## src/rtl/uart_rx_fifo.sv

```systemverilog
// Receive FIFO behind the UART receiver: edge-detected push, FWFT valid/ready pop,
// sticky overrun. Define UART_RX_FIFO_LEVEL_EN to add LEVEL/AFULL outputs.
module uart_rx_fifo #(
  parameter int DATA_BITS = 8,
  parameter int DEPTH     = 8
`ifdef UART_RX_FIFO_LEVEL_EN
  , parameter int AFULL_THR = DEPTH - 2
`endif
) (
  input  logic                 CLK,
  input  logic                 NRST,
  input  logic                 WR_DRDY,
  input  logic [DATA_BITS-1:0] WR_DI,
  output logic                 RD_VALID,
  input  logic                 RD_READY,
  output logic [DATA_BITS-1:0] RD_DO,
  output logic                 FULL,
  output logic                 OVERRUN,
  input  logic                 OVR_CLR
`ifdef UART_RX_FIFO_LEVEL_EN
  , output logic [$clog2(DEPTH):0] LEVEL
  , output logic                   AFULL
`endif
);
  localparam int AW = $clog2(DEPTH);
  localparam int PW = AW + 1;

  logic [DATA_BITS-1:0] mem [DEPTH];
  logic [PW-1:0]        wr_ptr, rd_ptr, wr_nx, rd_nx;
  logic                 drdy_q, push_req, push, pop;
  logic                 nx_empty, nx_full;

  // A push that meets a full FIFO still lands if the same edge pops.
  assign push_req = WR_DRDY & ~drdy_q;
  assign pop      = RD_VALID & RD_READY;
  assign push     = push_req & (~FULL | pop);

  assign wr_nx    = wr_ptr + PW'(push);
  assign rd_nx    = rd_ptr + PW'(pop);
  assign nx_empty = (wr_nx == rd_nx);
  assign nx_full  = (wr_nx[AW] != rd_nx[AW]) && (wr_nx[AW-1:0] == rd_nx[AW-1:0]);

`ifdef UART_RX_FIFO_LEVEL_EN
  localparam logic [PW-1:0] AFULL_THR_W = PW'(AFULL_THR);
  logic [PW-1:0] level_nx;
  assign level_nx = wr_nx - rd_nx;
`endif

  always_ff @(posedge CLK) begin
    if (!NRST) begin
      wr_ptr   <= '0;
      rd_ptr   <= '0;
      drdy_q   <= 1'b0;
      RD_VALID <= 1'b0;
      RD_DO    <= '0;
      FULL     <= 1'b0;
      OVERRUN  <= 1'b0;
`ifdef UART_RX_FIFO_LEVEL_EN
      LEVEL    <= '0;
      AFULL    <= 1'b0;
`endif
    end else begin
      drdy_q   <= WR_DRDY;
      wr_ptr   <= wr_nx;
      rd_ptr   <= rd_nx;
      RD_VALID <= ~nx_empty;
      FULL     <= nx_full;
      if (push)
        mem[wr_ptr[AW-1:0]] <= WR_DI;
      // Head register bypasses the RAM when the new head is being written this edge.
      if (!nx_empty)
        RD_DO <= (push && (rd_nx == wr_ptr)) ? WR_DI : mem[rd_nx[AW-1:0]];
      if (push_req && FULL && !pop)
        OVERRUN <= 1'b1;
      else if (OVR_CLR)
        OVERRUN <= 1'b0;
`ifdef UART_RX_FIFO_LEVEL_EN
      LEVEL    <= level_nx;
      AFULL    <= (level_nx >= AFULL_THR_W);
`endif
    end
  end
endmodule

```

## config.mk

```make
export PLATFORM = sky130hd
export DESIGN_NAME = uart_rx_fifo
export DESIGN_NICKNAME = d
export VERILOG_FILES = /design/src/rtl/uart_rx_fifo.sv
export SDC_FILE = /design/constraint.sdc
export NUM_CORES = 1
export LEC_CHECK = 0
export ABC_CLOCK_PERIOD_IN_PS = 4340
export BUFFER_PORTS_ARGS = -buffer_cell sky130_fd_sc_hd__buf_2
export CAP_MARGIN = 10
export CORE_ASPECT_RATIO = 0.6
export CORE_MARGIN = 4
export CORE_UTILIZATION = 40
export CTS_BUF_LIST = sky130_fd_sc_hd__clkbuf_2
export CTS_CLUSTER_DIAMETER = 150
export CTS_CLUSTER_SIZE = 30
export DETAILED_ROUTE_END_ITERATION = 10
export PLACE_DENSITY = 0.62
export SETUP_SLACK_MARGIN = 0.02
export SLEW_MARGIN = 10
export SYNTH_ARGS = -nofsm -noshare
export SYNTH_HDL_FRONTEND = slang
export SYNTH_SLANG_ARGS = --single-unit
```

## constraint.sdc

```tcl
create_clock -name CLK -period 4.34 [get_ports CLK]
set_input_delay 0.868 -clock CLK [delete_from_list [all_inputs] [get_ports CLK]]
set_output_delay 0.868 -clock CLK [all_outputs]
set_load 0.05 [all_outputs]
```

==> metrics.cfg <==
[outcome]
status = finished, final reports clean

[timing]
hold_viol = 0
finalSetupTns_ns = 0
setup_violations = 0
max-slew-margin-rel_pct = 20.9
final-max-slew-violation-count = 0
fin_hold_ws_ns = 0.553
rsz0062_at_grt = false
worst_pin_slew_ns = 1.18
skew_ns = 0.0278
period_minus_slack_ns = 2.83
fmax_mhz = 353
fin_crit_sh_pct = 65.3

[route]
firstDrtPassIters = 4
drc = 0
routed-via-count = 1962
drtIter0Drc = 161
ant_nets = 0
route.detailed.wl_per_inst_um = 19.5
finalWirelength_um = 7240
vias_per_cell = 5.29

[global_routing]
grt_pass1_wl_um = 11400
grt_max_degree = 35
grt_pass1_vias = 1976
grt_overflow = 0
antenna_found_initial = 0
grt_use_total_pct = 15.3

[placed_design]
port_buffers = 23
post-dp-hpwl_um = 4770
finalWeightedCongestion = 0.847
place_area_sq_um = 3710

[synth]
syn_area_per_cell_sq_um = 15.4
yosysSeqAreaShare_pct = 66.0
ys_ff_latch = 84
yosysWarnings = 0
syn_inst = 228
syn-cell-area_sq_um = 3520
synth_edf_count = 64
syn-num-nets = 244
ys_async_sr_fraction_pct = 0
yosysUniqueCellTypes = 37
synth_ff_type = edfxtp_1

[layout]
ff_latch_area_sq_um = 2320
multi_input_area_sq_um = 1120
fillCellCount = 778
drive_above_1_share_pct = 30.1
syn_to_final_growth_pct = 10.1
layout.nets = 270
n_antenna_cell = 0
final_area_sq_um = 3870

[floorplan]
fp.coreArea_sq_um = 8520
rows = 26
die_w_um = 129
dieArea_sq_um = 10400
die_y_um = 80.6
ioPinCount = 24
initial_core_util_pct = 41.3

[setup_path]
crit_type = flip-flop to flip-flop
crit_path_max_fanout = 34
crit_family = compound AO/OA/AOI/OAI gates
worst_path_max_delay_cell = and2_2
crit_chain = a21bo_2, and2_2, o21ai_0, a211oi_4, nand2_2, o221a_2
cp_slowest_stage_delay_ns = 0.78
crit_required_ns = 4.80
end_kind = flip-flop
startpoint_type = flip-flop
arrival_ns = 3.30
critical_path_buf_inv_count = 0

[clock_network]
cts.sinks = 84
cts-resized-gates = 0
clk_latency_ns = 0.54
cts_buffer_depth = 2
post_cts_buffers = 0
cts_tree = built
path_clk_slew_ns = 0.24
cts_hold_buf = 0
cts_buffers = 9
htree_levels = 3
root_buffer = clkbuf_2

[pwr]
power-per-cell-area_nw_per_um2 = 460
power_leakage_nw = 1.47
ir_drop_mv = 0.219
power_mw = 1.78

[job]
maxCapViolations = 0

[worst_hold_path]
hp-class = input pin to flip-flop

==> registers in the layout (all words and copies together), names as in the netlist <==
name      flops
FULL          1
RD_DO         8
rd_ptr        4
mem          64
RD_VALID      1
drdy_q        1
wr_ptr        4
OVERRUN       1
==> routing by layer <==
layer	GRT usage [%]	part of all wire, %	up-vias
met5	0	0	-
li1	-	-	934
met1	22.3	52	984
met3	4.05	4.8	8
met4	5.97	1.0	0
met2	21.5	42	36
==> worst reg2reg max path, cell delays in order, from the launching register on <==
cell	delay, ns
dfxtp_1	0.46
a21bo_2	0.16
and2_2	0.78
o21ai_0	0.33
a211oi_4	0.47
nand2_2	0.23
o221a_2	0.32
==> placed cells by master (no fill, tap or decap), types with 2 or more instances in the layout <==
cell type	n
a22o_1	8
bufinv_16	3
clkbuf_2	9
edfxtp_1	64
and3_4	2
nand3b_1	2
o22ai_1	8
nor3_1	10
clkinvlp_4	2
and2_1	7
mux2i_1	16
a22o_2	8
ha_1	3
buf_2	23
xnor2_1	6
mux2_2	16
xor2_1	4
nor2_1	10
nand2_1	7
dfxtp_1	20
o221a_1	2
nor2b_1	4
nand2b_1	2
buf_4	2
nand3_1	2
o221a_2	6
clkinv_2	2
==> kinds of logic after synthesis <==
family	count (synthesis)	synth area share (%)
flip-flops	84	66.0
AND/OR/NAND/NOR	51	7.97
AO/OA/AOI/OAI	36	9.46
multiplexers	32	9.68
XOR/XNOR	12	3.59
buffers and inverters	10	2.21
adder cells (fa/ha/maj)	3	1.07
==> cells in the mapped netlist, types with 2 or more instances <==
library cell | n | area [sq um]
nand2_1 | 7 | 26.3
edfxtp_1 | 64 | 1920
o221a_1 | 2 | 22.5
xnor2_1 | 6 | 52.6
nor2b_1 | 4 | 25.0
buf_4 | 2 | 15.0
dfxtp_1 | 20 | 400
o221a_2 | 6 | 67.6
nand3b_1 | 2 | 15.0
ha_1 | 3 | 37.5
nand3_1 | 2 | 10.0
and3_4 | 2 | 22.5
nor3_1 | 10 | 50.1
nor2_1 | 10 | 37.5
clkbuf_1 | 2 | 7.51
a22o_1 | 8 | 70.1
xor2_1 | 4 | 35.0
o22ai_1 | 8 | 50.1
and2_1 | 8 | 50.1
a22o_2 | 8 | 80.1
nand2b_1 | 2 | 12.5
mux2i_1 | 16 | 160
mux2_2 | 16 | 180
buf_2 | 3 | 15.0
==> layout make-up <==
class / instances / share of cell area (%)
Sequential cell: 84 / 60.0
Multi-Input combinational cell: 134 / 28.9
Tap cell: 112 / 3.62
Timing Repair Buffer: 25 / 3.36
Clock inverter: 7 / 2.97
Clock buffer: 9 / 1.16
==> stage by stage <==
stage | util (%) | worst slack [ns] | instances
floorplan | - | 1.39 | 228
global placement | 43.5 | 1.05 | 355
detailed placement | 43.5 | 0.957 | 355
CTS | 45.4 | 1.51 | 371
global route | 45.4 | 1.30 | 371
finish | 45.4 | 1.51 | 371
==> path summary, 6_finish.rpt <==
path	cells after the start	startpoint	endpoint	slack, ns
worst max-delay path	6	RD_VALID	RD_DO[3]	1.51
worst min-delay path	2	WR_DRDY	drdy_q	0.55
worst max register to register	6	RD_VALID	RD_DO[3]	1.51
worst min register to register	1	RD_DO[0]	RD_DO[0]	0.58
==> where the power goes <==
group	leakage (nW)	total (mW)	internal, mW	switching, mW
Sequential	0.742	0.921	0.897	0.0236
Combinational	0.639	0.347	0.135	0.212
Clock	0.0879	0.514	0.245	0.269
Total	1.47	1.78	1.28	0.504
(Power assumes the default switching activity.)
